File: src/rtl/sift_pkg.sv
// Shared types for the SIFT pyramid datapath: edge modes, fetcher states,
// tap indices and the read-tag record that travels alongside BRAM reads.
package sift_pkg;

  localparam int KERNEL_TAPS = 9;

  typedef enum logic {
    EDGE_CLAMP = 1'b0,
    EDGE_ZERO  = 1'b1
  } edge_mode_t;

  typedef logic [3:0] tap_idx_t;

  typedef enum logic [1:0] {
    ST_IDLE,
    ST_FETCH,
    ST_DRAIN,
    ST_PRESENT
  } fetcher_state_t;

  typedef struct packed {
    logic     valid;
    tap_idx_t idx;
    logic     zero;
  } tap_tag_t;

  typedef struct packed {
    logic signed [1:0] dx;
    logic signed [1:0] dy;
  } tap_offset_t;

  localparam tap_idx_t LAST_TAP = tap_idx_t'(KERNEL_TAPS - 1);

  // Raster tap order: idx = 3*(ky+1) + (kx+1).
  function automatic tap_offset_t tap_offset(input tap_idx_t idx);
    tap_offset_t off;
    case (idx)
      4'd0, 4'd3, 4'd6: off.dx = -2'sd1;
      4'd1, 4'd4, 4'd7: off.dx = 2'sd0;
      default:          off.dx = 2'sd1;
    endcase
    if (idx < 4'd3)      off.dy = -2'sd1;
    else if (idx < 4'd6) off.dy = 2'sd0;
    else                 off.dy = 2'sd1;
    return off;
  endfunction

endpackage

File: src/rtl/kernel_window_fetcher_tap_tag_pipe.sv
// Delay line that carries each read's tag so it lines up with the BRAM data
// READ_LATENCY cycles later.
module tap_tag_pipe
  import sift_pkg::*;
#(
  parameter int READ_LATENCY = 2
) (
  input  logic     clk_in,
  input  logic     clear_in,
  input  tap_tag_t tag_in,
  output tap_tag_t tag_out
);

  tap_tag_t stage_q [READ_LATENCY];
  tap_tag_t stage_d [READ_LATENCY];

  always_comb begin
    stage_d[0] = tag_in;
    for (int i = 1; i < READ_LATENCY; i++) begin
      stage_d[i] = stage_q[i-1];
    end
  end

  // NOTE: sequential state uses non-blocking assignments so every stage
  // samples the previous stage's old value on the same edge.
  always_ff @(posedge clk_in) begin
    if (clear_in) begin
      for (int i = 0; i < READ_LATENCY; i++) begin
        stage_q[i] <= '0;
      end
    end else begin
      stage_q <= stage_d;
    end
  end

  assign tag_out = stage_q[READ_LATENCY-1];

endmodule

File: src/rtl/kernel_window_fetcher.sv
// 3x3 neighbourhood sequencer: walks every center of the selected octave,
// issues nine edge-handled tap reads, realigns the returned data and presents
// each window over valid/ready.
module kernel_window_fetcher
  import sift_pkg::*;
#(
  parameter int WIDTH        = 128,
  parameter int HEIGHT       = 128,
  parameter int BIT_DEPTH    = 8,
  parameter int OCTAVES      = 4,
  parameter int READ_LATENCY = 2,
  parameter int EDGE_MODE    = 0,
  localparam int XW = $clog2(WIDTH),
  localparam int YW = $clog2(HEIGHT),
  localparam int AW = $clog2(WIDTH * HEIGHT),
  localparam int OW = (OCTAVES > 1) ? $clog2(OCTAVES) : 1
) (
  input  logic                   clk_in,
  input  logic                   rst_in,
  input  logic                   start_in,
  input  logic [OW-1:0]          octave_in,
  output logic                   busy_out,
  output logic                   done_out,
  output logic                   rd_en_out,
  output logic [AW-1:0]          rd_addr_out,
  input  logic [BIT_DEPTH-1:0]   rd_data_in,
  output logic [3*BIT_DEPTH-1:0] r0_data_out,
  output logic [3*BIT_DEPTH-1:0] r1_data_out,
  output logic [3*BIT_DEPTH-1:0] r2_data_out,
  output logic                   window_valid_out,
  input  logic                   window_ready_in,
  output logic [XW-1:0]          center_x_out,
  output logic [YW-1:0]          center_y_out
);

  localparam edge_mode_t EMODE = (EDGE_MODE != 0) ? EDGE_ZERO : EDGE_CLAMP;
  // Sign bit plus one guard bit so x-1 and x+1 never alias.
  localparam int CW = ((XW > YW) ? XW : YW) + 2;

  if ((WIDTH >> (OCTAVES - 1)) < 2) begin : g_chk_width
    $error("kernel_window_fetcher: smallest octave narrower than 2 pixels");
  end
  if ((HEIGHT >> (OCTAVES - 1)) < 2) begin : g_chk_height
    $error("kernel_window_fetcher: smallest octave shorter than 2 pixels");
  end
  if (READ_LATENCY < 1) begin : g_chk_latency
    $error("kernel_window_fetcher: READ_LATENCY must be at least 1");
  end

  fetcher_state_t       state_q, state_d;
  tap_idx_t             tap_q, tap_d;
  logic [XW-1:0]        x_q, x_d;
  logic [YW-1:0]        y_q, y_d;
  logic [XW:0]          w_o_q, w_o_d;
  logic [YW:0]          h_o_q, h_o_d;
  logic                 done_q, done_d;
  logic [BIT_DEPTH-1:0] win_q [KERNEL_TAPS];
  logic [BIT_DEPTH-1:0] win_d [KERNEL_TAPS];

  tap_offset_t          off;
  logic signed [CW-1:0] tap_x, tap_y, lim_x, lim_y, clamp_x, clamp_y;
  logic                 oob, skip, fetching;
  logic [AW-1:0]        tap_addr;
  logic [OW-1:0]        oct_sel;
  logic                 last_x, last_y;
  tap_tag_t             tag_in, tag_out;

  // NOTE: every combinational output gets a default before any branch, so no
  // path leaves a signal unassigned and no latch is inferred.
  always_comb begin
    off     = tap_offset(tap_q);
    lim_x   = $signed(CW'(w_o_q));
    lim_y   = $signed(CW'(h_o_q));
    tap_x   = $signed(CW'(x_q)) + $signed({{(CW-2){off.dx[1]}}, off.dx});
    tap_y   = $signed(CW'(y_q)) + $signed({{(CW-2){off.dy[1]}}, off.dy});
    oob     = (tap_x < 0) || (tap_x >= lim_x) || (tap_y < 0) || (tap_y >= lim_y);
    clamp_x = tap_x;
    clamp_y = tap_y;
    if (tap_x < 0)           clamp_x = '0;
    else if (tap_x >= lim_x) clamp_x = lim_x - CW'(1);
    if (tap_y < 0)           clamp_y = '0;
    else if (tap_y >= lim_y) clamp_y = lim_y - CW'(1);
    tap_addr = AW'($unsigned(clamp_y)) * AW'(w_o_q) + AW'($unsigned(clamp_x));
    fetching = (state_q == ST_FETCH);
    skip     = (EMODE == EDGE_ZERO) && oob;
  end

  assign tag_in = '{valid: fetching, idx: tap_q, zero: skip};

  tap_tag_pipe #(
    .READ_LATENCY (READ_LATENCY)
  ) u_tag_pipe (
    .clk_in   (clk_in),
    .clear_in (rst_in),
    .tag_in   (tag_in),
    .tag_out  (tag_out)
  );

  assign oct_sel = (int'(octave_in) >= OCTAVES) ? OW'(OCTAVES - 1) : octave_in;
  assign last_x  = ({1'b0, x_q} == w_o_q - 1'b1);
  assign last_y  = ({1'b0, y_q} == h_o_q - 1'b1);

  always_comb begin
    state_d = state_q;
    tap_d   = tap_q;
    x_d     = x_q;
    y_d     = y_q;
    w_o_d   = w_o_q;
    h_o_d   = h_o_q;
    done_d  = 1'b0;
    case (state_q)
      ST_IDLE: begin
        if (start_in) begin
          w_o_d   = (XW+1)'(WIDTH >> oct_sel);
          h_o_d   = (YW+1)'(HEIGHT >> oct_sel);
          x_d     = '0;
          y_d     = '0;
          tap_d   = '0;
          state_d = ST_FETCH;
        end
      end
      ST_FETCH: begin
        if (tap_q == LAST_TAP) state_d = ST_DRAIN;
        else                   tap_d   = tap_q + 1'b1;
      end
      ST_DRAIN: begin
        if (tag_out.valid && tag_out.idx == LAST_TAP) state_d = ST_PRESENT;
      end
      ST_PRESENT: begin
        if (window_ready_in) begin
          tap_d = '0;
          if (last_x && last_y) begin
            x_d     = '0;
            y_d     = '0;
            done_d  = 1'b1;
            state_d = ST_IDLE;
          end else begin
            state_d = ST_FETCH;
            if (last_x) begin
              x_d = '0;
              y_d = y_q + 1'b1;
            end else begin
              x_d = x_q + 1'b1;
            end
          end
        end
      end
      default: state_d = ST_IDLE;
    endcase
  end

  // Returned data lands in the slot named by its tag; zero-flagged taps read 0.
  always_comb begin
    win_d = win_q;
    if (tag_out.valid) begin
      for (int i = 0; i < KERNEL_TAPS; i++) begin
        if (tag_out.idx == tap_idx_t'(i)) begin
          win_d[i] = tag_out.zero ? '0 : rd_data_in;
        end
      end
    end
  end

  // NOTE: the window registers are reset too, because the row outputs come
  // straight from them and must read 0 out of reset.
  always_ff @(posedge clk_in) begin
    if (rst_in) begin
      state_q <= ST_IDLE;
      tap_q   <= '0;
      x_q     <= '0;
      y_q     <= '0;
      w_o_q   <= '0;
      h_o_q   <= '0;
      done_q  <= 1'b0;
      for (int i = 0; i < KERNEL_TAPS; i++) begin
        win_q[i] <= '0;
      end
    end else begin
      state_q <= state_d;
      tap_q   <= tap_d;
      x_q     <= x_d;
      y_q     <= y_d;
      w_o_q   <= w_o_d;
      h_o_q   <= h_o_d;
      done_q  <= done_d;
      win_q   <= win_d;
    end
  end

  assign busy_out         = (state_q != ST_IDLE);
  assign done_out         = done_q;
  assign rd_en_out        = fetching && !skip;
  assign rd_addr_out      = (fetching && !skip) ? tap_addr : '0;
  assign window_valid_out = (state_q == ST_PRESENT);
  assign r0_data_out      = {win_q[0], win_q[1], win_q[2]};
  assign r1_data_out      = {win_q[3], win_q[4], win_q[5]};
  assign r2_data_out      = {win_q[6], win_q[7], win_q[8]};
  assign center_x_out     = x_q;
  assign center_y_out     = y_q;

endmodule

File: config.mk
export PLATFORM = sky130hd
export DESIGN_NAME = kernel_window_fetcher
export DESIGN_NICKNAME = d
export VERILOG_FILES = /design/src/rtl/sift_pkg.sv /design/src/rtl/kernel_window_fetcher_tap_tag_pipe.sv /design/src/rtl/kernel_window_fetcher.sv
export SDC_FILE = /design/constraint.sdc
export NUM_CORES = 1
export LEC_CHECK = 0
export CAP_MARGIN = 20
export CORE_ASPECT_RATIO = 1.75
export CORE_UTILIZATION = 48
export DETAILED_ROUTE_END_ITERATION = 6
export PLACE_DENSITY = 0.8
export SYNTH_ARGS = -nofsm -noshare
export SYNTH_HDL_FRONTEND = slang
export SYNTH_SLANG_ARGS = --single-unit
export TNS_END_PERCENT = 50
File: constraint.sdc
create_clock -name clk_in -period 18.7 [get_ports clk_in]
set_clock_uncertainty 0.05 [all_clocks]
set_input_delay 2.805 -clock clk_in [delete_from_list [all_inputs] [get_ports clk_in]]
set_output_delay 2.805 -clock clk_in [all_outputs]
set_load 0.02 [all_outputs]
# == Yosys cells after proc, flatten, opt, wreduce, memory -nomap -nowiden ==
# Index checks and enable logic that the tools add are counted.
# totals
register_bits,112
output_inout_bits,104
# classes
eq_ne,25
magnitude_cmp,6
n_mul,1
mux,29
n_bitwise,2
reduce_logical,25
shift,1
addsub,8
# ops
op,count
2-to-1 mux 7 bit,7
2-to-1 mux 9 bit,4
== test 4 x 3 -> 1 bit (second input constant),7
case mux 7 bit (2 select lines),2
AND reduction 2 bit,10
adder 8 x 2 -> 9 bit,2
greater-or-equal comparator 9 bit,2
less-than comparator 9 x 1 -> 1 bit (second input constant),2
== test 7 x 8 -> 1 bit,2
adder 14 x 9 -> 14 bit,1
adder 7 x 1 -> 7 bit (second input constant),2
multiplier 9 x 8 -> 14 bit,1
2-to-1 mux 14 bit,1
== test 4 x 2 -> 1 bit (second input constant),3
2-to-1 mux 4 bit,3
case mux 4 bit (3 select lines),1
AND reduction 4 bit,3
2-to-1 mux 2 bit,5
OR reduction 3 bit,3
subtractor 8 x 1 -> 9 bit (second input constant),1
== test 4 x 1 -> 1 bit (second input constant),2
== test 4 bit (second input constant),2
logical NOT 4 bit,2
2-to-1 mux 8 bit,1
other kinds (19),28

# == Longest topological paths before layout ==
# Gate-level depths: netlist (run 1).
# depth
ltp_word,10
mapped_depth,32
depth_no_buf,31

# == By module ==
# Synthesis (run 1) repeated with hierarchy kept, for this count alone.
# hier_totals
cells_unflattened,723
hier_area_um2,6454.9
# modules_own_cells
mod,n_inst,area_each_um2,seq_area_each_um2,cells_each
kernel_window_fetcher,1,6088.3,1941.9,698
tap_tag_pipe,1,366.6,240.2,25

# == Worst setup path before layout (run 1) ==
# No wires, ideal clock.
# synth_timing
path_type,flip-flop to output port
start,register tap_q[0]
end,output port rd_addr_out[13]
required_time_ns,15.845
slack_ns,8.543
path_buffers,2
arrival_time_ns,7.302
path_stages_with_launch,29
path_cell_list,dfxtp_1 ha_1 or3_4 buf_6 xnor2_1 ha_1 or4_1 nor4_1 a41oi_1 xnor2_1 ha_1 o21ai_0 a211oi_2 clkbuf_1 nor2_1 or3_1 fa_1 fa_1 inv_1 fa_1 ha_1 ha_1 a21oi_1 nor2_1 a211oi_1 a21oi_1 xnor2_1 xnor3_1 and2_1
# synth_via
elab_chain_cells,10
word_cells_on_any_way,26
classes_between,3 x add/sub; 1 x mul; 6 x order compare; 5 x eq/ne; 8 x mux; 3 x reduce/logical
# synth_rtl
item,line_no,rtl
start: declaration,kernel_window_fetcher.sv:51,"tap_idx_t tap_q, tap_d;"
start signal: assignment,kernel_window_fetcher.sv:180,tap_q <= tap_d;
less-than comparator 4 x 3 -> 1 bit,sift_pkg.sv:43,else if (idx < 4'd6) off.dy = 2'sd0;
2-to-1 mux 1 bit,sift_pkg.sv:43,
2-to-1 mux 2 bit,sift_pkg.sv:42,if (idx < 4'd3) off.dy = -2'sd1;
adder 8 x 2 -> 9 bit,kernel_window_fetcher.sv:75,"tap_y = $signed(CW'(y_q)) + $signed({{(CW-2){off.dy[1]}}, off.dy});"
greater-or-equal comparator 9 bit,kernel_window_fetcher.sv:82,else if (tap_y >= lim_y) clamp_y = lim_y - CW'(1);
2-to-1 mux 9 bit,kernel_window_fetcher.sv:82,
2-to-1 mux 9 bit,kernel_window_fetcher.sv:81,if (tap_y < 0) clamp_y = '0;
multiplier 9 x 8 -> 14 bit,kernel_window_fetcher.sv:83,tap_addr = AW'($unsigned(clamp_y)) * AW'(w_o_q) + AW'($unsigned(clamp_x));
adder 14 x 9 -> 14 bit (*),kernel_window_fetcher.sv:83,
2-to-1 mux 14 bit (*),kernel_window_fetcher.sv:193,assign rd_addr_out = (fetching && !skip) ? tap_addr : '0;
end: declaration,kernel_window_fetcher.sv:25,"output logic [AW-1:0] rd_addr_out,"
# Mark *: on every way between the ends. The rest lies on a longest branch, timed or not.

# == Final worst setup path (run 1) ==
# Ends and elaborated chain as after synthesis.

==> load_flow_metrics.sql, run 1 <==
INSERT INTO impl_metrics (metric_group, metric, value, unit) VALUES
('sta', 'timing.fmax', '0.0861', 'GHz'),
('clocking', 'clock_sink_count', '107', ''),
('die', 'die_w', '89.2', 'µm'),
('worst_setup_path', 'crit_type', 'register to primary output', ''),
('clocking', 'htreeDepth', '3', ''),
('logic_synthesis', 'synthesis.nets', '795', ''),
('pwr', 'leakagePower', '3.31', 'nW'),
('global_routing', 'grt_remaining_overflow', '0', ''),
('clocking', 'cts_made_buffers', '9', ''),
('run_status', 'status', 'complete, no violations', ''),
('worst_setup_path', 'worst_r2r_startpoint', 'h_o_q[4]', ''),
('clocking', 'clk_root_buffer_cell', 'clkbuf_16', ''),
('logic_synthesis', 'ys_seq_area_share', '33.5', '%'),
('worst_setup_path', 'cp_data_arrival_time', '8.76', 'ns'),
('routing', 'drt-total-wl', '15.0', 'mm'),
('min_path', 'hold_path_class', 'register to register', ''),
('clocking', 'postCtsSetupRepairBufs', '0', ''),
('final_layout', 'antennaDiodeCount', '0', ''),
('routing', 'detail_route.drc_violations', '0', ''),
('sta', 'final.period_utilization', '62.1', '%'),
('sta', 'period_minus_slack', '11.61', 'ns'),
('clocking', 'clkLatencyLatePin', '0.34', 'ns'),
('worst_setup_path', 'worst_r2r_endpoint', 'center_y_out[0]', ''),
('final_layout', 'sequential_cell_area', '2140', 'µm²'),
('place', 'dp_slack', '7.49', 'ns'),
('logic_synthesis', 'avgSynthCellArea', '9.01', 'µm²'),
('worst_setup_path', 'worstSetupStartpointType', 'register', ''),
('worst_setup_path', 'critPathRequiredTime', '15.85', 'ns'),
('routing', 'drt-wirelength-per-cell', '15.4', 'µm'),
('routing', 'post_drt_via_cell_ratio', '5.37', ''),
('clocking', 'cts-resized-gates', '0', ''),
('global_routing', 'grt_pass1_vias', '4944', ''),
('die', 'boundaryPins', '118', ''),
('logic_synthesis', 'synthesis.yosys.warnings', '0', ''),
('final_layout', 'numnets_final', '887', ''),
('die', 'design.die.area', '13800', 'µm²'),
('logic_synthesis', 'synth_cell_types', '57', ''),
('global_routing', 'largest_net_degree_at_the_start_of_global_routing', '102', ''),
('global_routing', 'grt.total_usage', '22.3', '%'),
('pwr', 'vdd.ir_drop.worst', '0.0639', 'mV'),
('sta', 'setup_viol', '0', ''),
('sta', 'slew-limit-headroom', '31.6', '%'),
('place', 'detailed_place_hpwl', '11.7', 'mm'),
('final_layout', 'synthToLayoutAreaGrowth', '24.0', '%'),
('die', 'coreArea', '12900', 'µm²'),
('final_layout', 'stdcell_area', '7920', 'µm²'),
('sta', 'setup-tns-final', '0', 'ns'),
('logic_synthesis', 'async_flop_share', '0', '%'),
('final_layout', 'layout-drive-gt1-share', '4.71', '%'),
('routing', 'drt_first_iter_violations', '168', ''),
('logic_synthesis', 'synth_seq_cells', '107', ''),
('job', 'max_cap_viol_count', '0', ''),
('place', 'dpl_cell_area', '7620', 'µm²'),
('die', 'initial_utilization', '49.4', '%'),
('clocking', 'tritoncts', 'built', ''),
('die', 'fp-row-count', '55', ''),
('routing', 'drt-pass1-iter-count', '4', ''),
('worst_setup_path', 'r2r.worst_path.cells', '9', ''),
('sta', 'hold_viol', '0', ''),
('global_routing', 'initial_antenna_violation_count', '0', ''),
('logic_synthesis', 'yosys_most_used_dff', 'dfxtp_1', ''),
('place', 'placedCellCount', '961', ''),
('worst_setup_path', 'cp-startpoint', 'tap_q[0]', ''),
('worst_setup_path', 'timing.critical_path.fanout_max', '16', ''),
('sta', 'tightestPinTransition', '1.03', 'ns'),
('final_layout', 'finish.cell_count_without_fillers', '977', ''),
('place', 'port-buffer-count', '117', ''),
('clocking', 'cts.path.max_buffers', '2', ''),
('clocking', 'clkSlewWorstSetupHoldPaths', '0.07', 'ns'),
('clocking', 'ctsHoldBuffers', '0', ''),
('worst_setup_path', 'worst_setup_path_endpoint', 'rd_addr_out[13]', '');
flip-flops by register name, indices dropped and copies added, names as in the netlist, 5 cells and up:
register,count
center_x_out,7
center_y_out,7
r0_data_out,24
r1_data_out,24
r2_data_out,24
u_tag_pipe.stage_d,5
u_tag_pipe.tag_out,5
cell usage after synthesis, types with 7 or more instances:
master / instances / share of area [%]
nor2b_1: 10 / 0.98
nor3b_1: 7 / 0.82
nand2_1: 36 / 2.1
a21oi_1: 30 / 2.4
nand3_1: 15 / 1.2
fa_1: 17 / 5.3
buf_1: 12 / 0.71
inv_1: 32 / 1.9
o21ai_0: 13 / 1.0
mux2i_1: 66 / 10
nand4_1: 10 / 0.98
nor3_1: 28 / 2.2
ha_1: 55 / 11
dfxtp_1: 107 / 34
clkbuf_1: 22 / 1.3
xor2_1: 15 / 2.1
nor2_1: 117 / 6.9
and2_1: 12 / 1.2
xnor2_1: 22 / 3.0
critical path, stage by stage (launching register included):
cell	delay, ns
dfxtp_1	0.36
ha_1	0.29
or3_4	0.40
xnor2_1	0.15
ha_1	0.27
or4_1	0.51
nor4_1	0.22
a41oi_1	0.10
xnor2_1	0.19
ha_1	0.29
o21ai_0	0.13
a211oi_2	0.82
nor2_1	0.21
or3_1	0.40
fa_1	0.52
fa_1	0.55
inv_1	0.06
fa_1	0.47
ha_1	0.35
ha_1	0.30
a21oi_1	0.18
nor2_1	0.07
a211oi_1	0.34
a21oi_1	0.14
xnor2_1	0.19
xnor3_1	0.22
and2_1	0.16
clkdlybuf4s50_1	0.53
cell type report:
| class | instances | share of cell area (%) |
|---|---|---|
| multi-input cells | 528 | 49.6 |
| flip-flops and latches | 107 | 27.0 |
| repair buffers | 123 | 15.3 |
| clock buffers | 10 | 3.02 |
| well taps | 171 | 2.70 |
| inverters | 32 | 1.52 |
| clock inverters | 6 | 0.790 |
how the worst min path moves through the flow:
| stage | start | end | slack (ns) | cells past startpoint |
|---|---|---|---|---|
| after CTS | u_tag_pipe.stage_d[2] | u_tag_pipe.tag_out[2] | 0.39 | 1 |
| after detailed placement | u_tag_pipe.stage_d[2] | u_tag_pipe.tag_out[2] | 0.37 | 1 |
| after global routing | u_tag_pipe.stage_d[2] | u_tag_pipe.tag_out[2] | 0.41 | 1 |
| after global placement | u_tag_pipe.stage_d[5] | u_tag_pipe.tag_out[5] | 0.37 | 1 |
| final | u_tag_pipe.stage_d[2] | u_tag_pipe.tag_out[2] | 0.39 | 1 |
| after floorplan | u_tag_pipe.stage_d[1] | u_tag_pipe.tag_out[1] | 0.36 | 1 |
through the flow:
stage,utilization [%],power (mW),hold slack [ns]
6_report,61.2,0.727,0.388
3_3_place_gp,58.9,0.541,0.369
5_1_grt,61.2,0.777,0.409
4_1_cts,61.2,0.731,0.390
2_1_floorplan,-,0.464,0.364
3_5_place_dp,58.9,0.544,0.374
kinds of logic (layout without fill, tap and decap cells):
logic type                 after synthesis  in the layout  synth area share, %
and+or+nand+nor                        269            269                 20.3
DFF                                    107            107                 33.5
AOI/OAI and AO/OA                       81             81                 8.74
buffers and inverters                   74            171                 4.90
adders and majority gates               72             72                 16.1
muxes                                   67             67                 10.6
xor gates and xnor gates                39             39                 5.86
layout by cell type (no fill, tap or decap), types with 5 or more instances in the layout:
cell type	n
a211oi_1	6
a21o_1	6
a21oi_1	30
and2_1	12
buf_4	6
clkbuf_16	9
clkdlybuf4s50_1	116
dfxtp_1	107
fa_1	17
ha_1	55
inv_1	32
mux2i_1	66
nand2_1	36
nand2b_1	5
nand3_1	15
nand3b_1	5
nand4_1	10
nor2_1	117
nor2b_1	10
nor3_1	28
nor3b_1	7
o21a_1	5
o21ai_0	13
or3_1	6
xnor2_1	22
xor2_1	15
power breakdown:
group / total (mW) / leakage, nW / switching (mW) / internal [mW]
sequential: 0.247 / 0.863 / 0.0106 / 0.236
clock: 0.186 / 0.149 / 0.0878 / 0.0978
combinational: 0.295 / 2.30 / 0.178 / 0.118
total: 0.727 / 3.31 / 0.276 / 0.451
metal layers:
metal	wire [µm]	GRT usage (%)	vias up
met5	0	0	-
li1	-	-	2595
met1	5630	22.5	2475
met4	568	10.4	0
met2	8240	42.9	144
met3	591	3.09	35
Power figures use the tool's default switching activity.
==> inputs of run 2 (changes only) <==
--- a/config.mk
+++ b/config.mk
@@ -9,7 +9,7 @@
 export CORE_ASPECT_RATIO = 1.75
 export CORE_UTILIZATION = 48
 export DETAILED_ROUTE_END_ITERATION = 6
-export PLACE_DENSITY = 0.8
+export PLACE_DENSITY = 0.83
 export SYNTH_ARGS = -nofsm -noshare
 export SYNTH_HDL_FRONTEND = slang
 export SYNTH_SLANG_ARGS = --single-unit
==> constraint.sdc (replaced) <==
create_clock -name clk_in -period 10.65 [get_ports clk_in]
set_clock_uncertainty 0.05 [all_clocks]
set_input_delay 1.5975 -clock clk_in [delete_from_list [all_inputs] [get_ports clk_in]]
set_output_delay 1.5975 -clock clk_in [all_outputs]
set_load 0.02 [all_outputs]
==> load_flow_metrics.sql, run 2 (synthesis gave the netlist of run 1 again) <==
INSERT INTO impl_metrics (metric_group, metric, value, unit) VALUES
('run_status', 'status', 'complete, no violations', ''),
('routing', 'vias', '5302', ''),
('final_layout', 'numnets_final', '888', ''),
('place', 'placedCellCount', '962', ''),
('final_layout', 'stdcell_area', '7950', 'µm²'),
('min_path', 'min_path_cells', '1', ''),
('final_layout', 'sequential_cell_area', '2140', 'µm²'),
('die', 'die-height', '155', 'µm'),
('routing', 'detail_route.drc_violations', '0', ''),
('final_layout', 'antennaDiodeCount', '0', ''),
('worst_setup_path', 'timing.critical_path.fanout_max', '7', ''),
('job', 'max_cap_viol_count', '0', ''),
('sta', 'post-route-worst-setup-slack', '0.863', 'ns'),
('pwr', 'vdd.ir_drop.worst', '0.112', 'mV'),
('pwr', 'seqPwrFrac', '33.3', '%'),
('die', 'coreArea', '12900', 'µm²'),
('pwr', 'power.share.combinational', '40.2', '%'),
('global_routing', 'grt.total_usage', '22.7', '%'),
('final_layout', 'most-common-layout-cells', 'nor2_1 (117), clkdlybuf4s50_1 (116), dfxtp_1 (107), mux2i_1 (66), ha_1 (55)', ''),
('min_path', 'hold-path-endpoint', 'u_tag_pipe.tag_out[2]', ''),
('sta', 'fin_hold_ws', '0.389', 'ns'),
('worst_setup_path', 'cp_data_arrival_time', '8.14', 'ns'),
('routing', 'drt_first_iter_violations', '165', ''),
('clocking', 'cts_made_buffers', '9', ''),
('pwr', 'clkPwrFrac', '26.6', '%'),
('global_routing', 'grt_remaining_overflow', '0', ''),
('final_layout', 'fillerInstances', '1139', ''),
('clocking', 'clk_root_buffer_cell', 'clkbuf_16', ''),
('final_layout', 'mostFrequentLayoutCell', 'nor2_1', ''),
('routing', 'drt-pass1-iter-count', '4', ''),
('sta', 'tightestPinTransition', '0.992', 'ns'),
('min_path', 'start_point_of_the_worst_hold_path', 'u_tag_pipe.stage_d[2]', ''),
('clocking', 'htreeDepth', '3', ''),
('global_routing', 'grt_first_pass_wirelength', '24.2', 'mm'),
('die', 'initial_utilization', '49.4', '%'),
('global_routing', 'grt_pass1_vias', '5015', ''),
('routing', 'post_drt_via_cell_ratio', '5.42', ''),
('worst_setup_path', 'crit_path_top_delay_cell', 'fa_1', ''),
('final_layout', 'finish.cell_count_without_fillers', '978', ''),
('sta', 'timing.fmax', '0.102', 'GHz'),
('worst_setup_path', 'top_delay_family_on_crit_path', 'adder cells', ''),
('pwr', 'report.power.total', '1.30', 'mW'),
('worst_setup_path', 'r2r.worst_path.cells', '9', ''),
('final_layout', 'synthToLayoutAreaGrowth', '24.4', '%'),
('clocking', 'tritoncts', 'built', ''),
('die', 'boundaryPins', '118', ''),
('worst_setup_path', 'regToRegSetupSlack', '7.17', 'ns'),
('die', 'die_w', '89.2', 'µm'),
('clocking', 'cts.path.max_buffers', '2', ''),
('pwr', 'pwr_density_cell', '164', 'nW/µm²'),
('worst_setup_path', 'worst_r2r_endpoint', 'center_y_out[0]', ''),
('place', 'port-buffer-count', '117', ''),
('final_layout', 'layout-drive-gt1-share', '4.83', '%'),
('worst_setup_path', 'critical_path.endpoint_type', 'primary output', ''),
('sta', 'hold_viol', '0', ''),
('place', 'dpl_cell_area', '7630', 'µm²'),
('clocking', 'clock_sink_count', '107', ''),
('worst_setup_path', 'path_buf_inv', '2', ''),
('sta', 'final.period_utilization', '91.9', '%'),
('place', 'dp_slack', '1.28', 'ns'),
('sta', 'report.final.slew_viol_count', '0', ''),
('sta', 'setup_viol', '0', ''),
('final_layout', 'multi_input_area', '3930', 'µm²'),
('min_path', 'hold_path_class', 'register to register', ''),
('final_layout', 'final_core_utilization', '61.4', '%'),
('clocking', 'postCtsSetupRepairBufs', '0', ''),
('routing', 'drt.antenna.violating_nets', '0', ''),
('pwr', 'internal-power', '813', 'µW'),
('die', 'design.die.area', '13800', 'µm²'),
('pwr', 'switchingPower', '488', 'µW'),
('pwr', 'sw_share', '37.5', '%'),
('global_routing', 'largest_net_degree_at_the_start_of_global_routing', '102', ''),
('clocking', 'cts-resized-gates', '0', ''),
('routing', 'drt-wirelength-per-cell', '15.6', 'µm'),
('sta', 'grt_setup_unrepaired', 'false', ''),
('global_routing', 'initial_antenna_violation_count', '0', ''),
('place', 'detailed_place_hpwl', '11.6', 'mm'),
('pwr', 'leakagePower', '3.32', 'nW'),
('sta', 'period_minus_slack', '9.79', 'ns'),
('worst_setup_path', 'worst_path_largest_cell_delay', '0.54', 'ns'),
('die', 'fp-row-count', '55', ''),
('worst_setup_path', 'worstSetupStartpointType', 'register', ''),
('clocking', 'ctsHoldBuffers', '0', ''),
('routing', 'drt-total-wl', '15.2', 'mm'),
('worst_setup_path', 'crit_type', 'register to primary output', ''),
('worst_setup_path', 'worst_r2r_startpoint', 'h_o_q[4]', ''),
('sta', 'setup-tns-final', '0', 'ns'),
('clocking', 'clkSlewWorstSetupHoldPaths', '0.07', 'ns'),
('worst_setup_path', 'path_common_cell', 'ha_1', ''),
('worst_setup_path', 'critPathRequiredTime', '9.00', 'ns'),
('place', 'place.gp.congestion', '0.941', ''),
('clocking', 'clkLatencyLatePin', '0.34', 'ns'),
('sta', 'slew-limit-headroom', '33.9', '%');
## run 2: worst max path at each step
stage | slack, ns | end | from | depth (start not counted)
floorplan | 1.70 | rd_addr_out[13] | tap_q[0] | 28
global placement | 1.37 | rd_addr_out[13] | tap_q[0] | 27
detailed placement | 1.28 | rd_addr_out[13] | tap_q[0] | 27
CTS | 0.87 | rd_addr_out[13] | tap_q[0] | 27
global route | 0.33 | rd_addr_out[13] | tap_q[0] | 28
finish | 0.86 | rd_addr_out[13] | tap_q[0] | 27
## run 2: final cells by class
type	instances	share of cell area (%)
Inverter	32	1.51
Tap cell	171	2.69
Sequential cell	107	27.0
Timing Repair Buffer	124	15.3
Multi-Input combinational cell	528	49.5
Clock buffer	9	2.83
Clock inverter	7	1.18
## run 2: routing by layer
metal	vias to the layer above	wire [µm]	GRT usage (%)
li1	2599	-	-
met1	2497	5450	21.9
met2	157	8370	43.4
met3	49	667	3.95
met4	0	741	12.5
met5	-	0	0
## run 2: power by group through the flow
stage	Combinational, mW	Clock, mW	Sequential [mW]
finish	0.522	0.345	0.433
global route	0.578	0.372	0.435
CTS	0.522	0.353	0.433
detailed placement	0.519	0	0.442
global placement	0.510	0	0.441
floorplan	0.372	0	0.442
